[config.mk]
export PLATFORM = sky130hd
export DESIGN_NAME = puf_challenge_gen
export DESIGN_NICKNAME = d
export VERILOG_FILES = /design/src/rtl/puf_challenge_gen.sv
export SDC_FILE = /design/constraint.sdc
export NUM_CORES = 1
export LEC_CHECK = 0
export BUFFER_PORTS_ARGS = -buffer_cell sky130_fd_sc_hd__buf_2
export CAP_MARGIN = 25
export CORE_MARGIN = 5
export CORE_UTILIZATION = 50
export DETAILED_ROUTE_END_ITERATION = 10
export PLACE_DENSITY = 0.81
export REMOVE_ABC_BUFFERS = 1
export SYNTH_ARGS = -nofsm -noshare
export SYNTH_HDL_FRONTEND = slang
export SYNTH_SLANG_ARGS = --single-unit
[constraint.sdc]
create_clock -name clk -period 4.8 [get_ports clk]
set_clock_uncertainty 0.2 [all_clocks]
set_input_delay 1.2 -clock clk [delete_from_list [all_inputs] [get_ports clk]]
set_output_delay 1.2 -clock clk [all_outputs]
set_load 0.005 [all_outputs]
[src/rtl/puf_challenge_gen.sv]
// PUF challenge generator: LFSR challenge re-issued repeat_cfg times per value,
// offered on a valid/ready handshake with a one-deep request queue.
module puf_challenge_gen #(
  parameter int unsigned       CHAL_W    = 128,
  parameter logic [CHAL_W-1:0] INIT_SEED = CHAL_W'(128'h0C9F99D6_C9F99D6C_9F99D6C9_F99D6C9F),
  parameter logic [CHAL_W-1:0] TAPS      = CHAL_W'(128'h80000001_00000000_80000000_00000001),
  parameter int unsigned       REP_W     = 6,
  parameter int unsigned       CNT_W     = 32
) (
  input  logic              clk,
  input  logic              rst,
  input  logic              request,
  input  logic              seed_load,
  input  logic [CHAL_W-1:0] seed_in,
  input  logic [REP_W-1:0]  repeat_cfg,
  output logic              challenge_valid,
  input  logic              challenge_ready,
  output logic [CHAL_W-1:0] challenge,
  output logic [REP_W-1:0]  rep_idx,
  output logic [CNT_W-1:0]  issue_cnt,
  output logic              req_drop,
  output logic              lockup_err
);

  localparam int unsigned REP_W1 = REP_W + 1;

  localparam logic [0:0] IDLE  = 1'b0;
  localparam logic [0:0] OFFER = 1'b1;

  logic [0:0]        state;
  logic [0:0]        state_n;
  logic              req_q;
  logic              pend;
  logic              pend_n;
  logic              valid_n;
  logic [CHAL_W-1:0] seed_n;
  logic [REP_W-1:0]  rep_n;
  logic [CNT_W-1:0]  cnt_n;
  logic              drop_n;
  logic              lock_n;
  logic              req_edge;
  logic              hs;
  logic [REP_W-1:0]  eff_rep;
  logic [REP_W:0]    rep_inc;

  // Shift right with tap parity fed back into the MSB.
  function automatic logic [CHAL_W-1:0] lfsr_step(input logic [CHAL_W-1:0] s);
    return {^(s & TAPS), s[CHAL_W-1:1]};
  endfunction

  always_comb begin
    state_n  = state;
    pend_n   = pend;
    seed_n   = challenge;
    rep_n    = rep_idx;
    cnt_n    = issue_cnt;
    drop_n   = 1'b0;
    lock_n   = lockup_err;
    req_edge = request & ~req_q;
    hs       = challenge_valid & challenge_ready;
    eff_rep  = (repeat_cfg == '0) ? REP_W'(1) : repeat_cfg;
    rep_inc  = {1'b0, rep_idx} + REP_W1'(1);

    case (state)
      IDLE: begin
        // A zero seed would lock the LFSR, so it is replaced and flagged.
        if (seed_load) begin
          rep_n = '0;
          if (seed_in == '0) begin
            seed_n = INIT_SEED;
            lock_n = 1'b1;
          end else begin
            seed_n = seed_in;
          end
        end
        if (req_edge | pend) begin
          state_n = OFFER;
          pend_n  = 1'b0;
        end
      end
      OFFER: begin
        if (hs) begin
          cnt_n = issue_cnt + CNT_W'(1);
          if (rep_inc >= {1'b0, eff_rep}) begin
            seed_n = lfsr_step(challenge);
            rep_n  = '0;
          end else begin
            rep_n = rep_inc[REP_W-1:0];
          end
          // Queued request drives the next offer; a coincident edge takes its slot.
          state_n = (pend | req_edge) ? OFFER : IDLE;
          pend_n  = pend & req_edge;
        end else if (req_edge) begin
          if (pend) begin
            drop_n = 1'b1;
          end else begin
            pend_n = 1'b1;
          end
        end
      end
      default: begin
        state_n = IDLE;
        pend_n  = 1'b0;
      end
    endcase

    valid_n = (state_n == OFFER);
  end

  always_ff @(posedge clk) begin
    if (rst) begin
      state           <= IDLE;
      req_q           <= 1'b0;
      pend            <= 1'b0;
      challenge_valid <= 1'b0;
      challenge       <= INIT_SEED;
      rep_idx         <= '0;
      issue_cnt       <= '0;
      req_drop        <= 1'b0;
      lockup_err      <= 1'b0;
    end else begin
      state           <= state_n;
      req_q           <= request;
      pend            <= pend_n;
      challenge_valid <= valid_n;
      challenge       <= seed_n;
      rep_idx         <= rep_n;
      issue_cnt       <= cnt_n;
      req_drop        <= drop_n;
      lockup_err      <= lock_n;
    end
  end

endmodule

==> impl_metrics.tcl <==
set metrics [dict create \
    first_global_vias 8950 \
    port_buffers 307 \
    wirelength_um 32800 \
    critical-path-slowest-cell "nor4_1" \
    end_kind "flip-flop" \
    timing.fmax_mhz 260 \
    ys_seq_elements 171 \
    clockBufferDepth 2 \
    core_sq_mm 0.0179 \
    cts_num_sinks 171 \
    final_hold_viol_count 0 \
    intPower_uw 2490 \
    criticalPathCategory "in2reg" \
    rsz0062_at_grt "false" \
    hold_path_depth 2 \
    post_drt_wl_per_cell_um 21.6 \
    status "finished, final reports clean" \
    regToRegSetupSlack_ns 1.52 \
    most-common-layout-cells "306 x buf_2, 170 x dfxtp_1, 161 x nor4_1" \
    cap_violations 0 \
    fin_crit_sh 0.802 \
    worst-path-buf-inv 2 \
    cts_tree "done" \
    syn_area_sq_mm 0.00909 \
    viasPerCell 6.67 \
    power_frac_comb 0.154 \
    die_w_um 145 \
    seqPwrFrac 0.463 \
    worst_pin_slew_ns 1.08 \
    cp_top_family "simple AND/OR/NAND/NOR gates" \
    nets 1426 \
    dieArea_sq_mm 0.0210 \
    worstSetupEndpoint "challenge[11]" \
    tns_ns 0 \
    relSlewSlack 0.277 \
    cp_max_fo 49 \
    clk_pin_slew_worst_paths_ns 0.06 \
    cts-root-buf "clkbuf_16" \
    drive_above_1_share 0.297 \
    synth.top_cell.area_share 0.377 \
    grt_use_total 0.293 \
    cts_buffers 17 \
    cp-start-kind "input port" \
    cpPeakStageDelay_ns 0.91 \
    grt_max_degree 94 \
    reg2reg_from "rep_idx[2]" \
    num_vias 10100 \
    leakagePower_uw 0.00432 \
    grt.overflow.total 0 \
    grt_first_pass_wirelength_um 49400 \
    peakVddDrop_uv 245 \
    ios 308 \
    r2r_end "challenge[107]" \
    htreeDepth 4 \
    yosysWarnings 0 \
    antenna_found_initial 5 \
    required_ns 4.93 \
    ys_seq_area_frac 0.377 \
    switchingPower_uw 924 \
    start_util 0.508 \
    hp-class "reg2reg" \
    dpl.hpwl_um 21600 \
    worstSkewPairLatency_ns 0.43 \
    rr_worst_depth 9 \
    cts_setup_buffers 0 \
    postCtsHoldBufs 0 \
    final_core_util 0.624 \
    syn2layout_area_growth_pct 23.0 \
    powerDensity_mw_per_mm2 305 \
    layout_commonest_cell "buf_2" \
    firstDrtPassIters 6 \
    rows 49 \
    clkPwrFrac 0.383 \
    antenna_left 0 \
    finalNonFillerCells 1520 \
    synth_cell_type_count 45 \
    drc 0 \
    slew_viol_final 0 \
    dp.cells 1488 \
    die_h_um 145 \
    setup_viol 0 \
    p_sw_frac 0.271 \
    path_depth 7 \
    crit_chain "buf_2, nor4_1, nand4_1, nor4_4, buf_4, a211oi_1, o31ai_1" \
    crit_start "seed_in[94]" \
    syn_inst 1060 \
    synth_top_cell_by_area "dfxtp_1" \
    crit_arrival_ns 3.98 \
    place_congestion 0.912 \
    drtIter0Drc 948 \
    synth.avg_cell_area_sq_um 8.58 \
    min_period_ns 3.85 \
    synthTopCellsByArea "dfxtp_1 38%, nor4_1 11%, nor3_1 7.5%" \
    cts_resized 0 \
]
state kept, by name, summed over array words and instances (netlist names):
signal      count
rep_idx         6
lockup_err      1
state           1
req_q           1
challenge     128
pend            1
req_drop        1
issue_cnt      32
final cells by class:
cell class / instances / area, sq um
fillers: 1577 / 6730
clock inverters: 7 / 68.8
repair buffers: 327 / 1780
clock buffers: 22 / 474
multi-input cells: 752 / 5100
flip-flops and latches: 171 / 3430
well taps: 229 / 287
inverters: 10 / 37.5
diodes: 2 / 5.00
per-layer routing:
| metal | part of all wire | vias to the layer above | GRT usage |
|---|---|---|---|
| met5 | 0.0010 | - | 0 |
| li1 | - | 4611 | - |
| met4 | 0.035 | 6 | 0.115 |
| met1 | 0.40 | 4751 | 0.392 |
| met3 | 0.11 | 90 | 0.0746 |
| met2 | 0.45 | 679 | 0.454 |
through the flow:
step                      hold WS [ns]  total power (uW)  instance area (sq um)  setup WS (ns)
after detailed placement         0.266              2120                  10600          0.619
final                            0.286              3410                  11200          0.950
after global routing             0.305              3530                  11200          0.892
after floorplan                  0.246              1850                   8500          -1.90
after CTS                        0.282              3410                  11200           1.06
after global placement           0.259              2110                  10600          0.689
worst register-to-register path: cells and delay by family, from the launching register on:
kind	cells	cell delay [ns]
XOR/XNOR	1	0.22
buffers and inverters	1	0.56
flip-flops	1	0.46
adder cells (fa/ha/maj)	1	0.37
AND/OR/NAND/NOR	4	0.83
AO/OA/AOI/OAI	2	0.56
Yosys cell counts, drive strengths merged:
cell and n:
and2 4, o311a 1, and3 3, buf 50, clkbuf 77, a32oi 3
maj3 1, nand2 21, o31ai 77, nor4 166, a31oi 55, xnor2 19
mux2 51, or4 1, a221oi 1, a41oi 1, or2 2, nor3 136
a211oi 76, o21bai 1, nor2 42, nand4 22, and4 4, or3 6
nand3 13, inv 10, dfxtp 171, a41o 1, a21oi 8, xor2 16
nor2b 3, nand2b 3, o21ai 4, a21o 1, a31o 1, ha 8
a221o 1
kinds of logic (layout without fill, tap and decap cells):
kind of cell    after synthesis  after routing  share of synthesized area
simple gates                426            426                      0.262
compound gates              231            231                      0.183
flops                       171            171                      0.377
buf+inv                     137            366                     0.0690
mux                          51             51                     0.0632
xor+xnor                     35             35                     0.0337
fa+ha+maj                     9              9                     0.0121
other cells                   0              2                          0
worst min-delay path by stage:
| stage | to | start | slack [ns] |
|---|---|---|---|
| CTS | lockup_err | lockup_err | 0.28 |
| detailed placement | lockup_err | lockup_err | 0.27 |
| global route | lockup_err | lockup_err | 0.30 |
| finish | lockup_err | lockup_err | 0.29 |
| global placement | lockup_err | lockup_err | 0.26 |
| floorplan | req_drop | pend | 0.25 |
power groups by stage:
stage | registers, uW | logic, uW | clock network [uW]
2_1_floorplan | 1600 | 250 | 0
3_3_place_gp | 1600 | 504 | 0
3_5_place_dp | 1610 | 515 | 0
4_1_cts | 1570 | 517 | 1320
5_1_grt | 1590 | 566 | 1380
6_report | 1580 | 524 | 1310
Note: power is estimated with default switching activity, not from simulation.
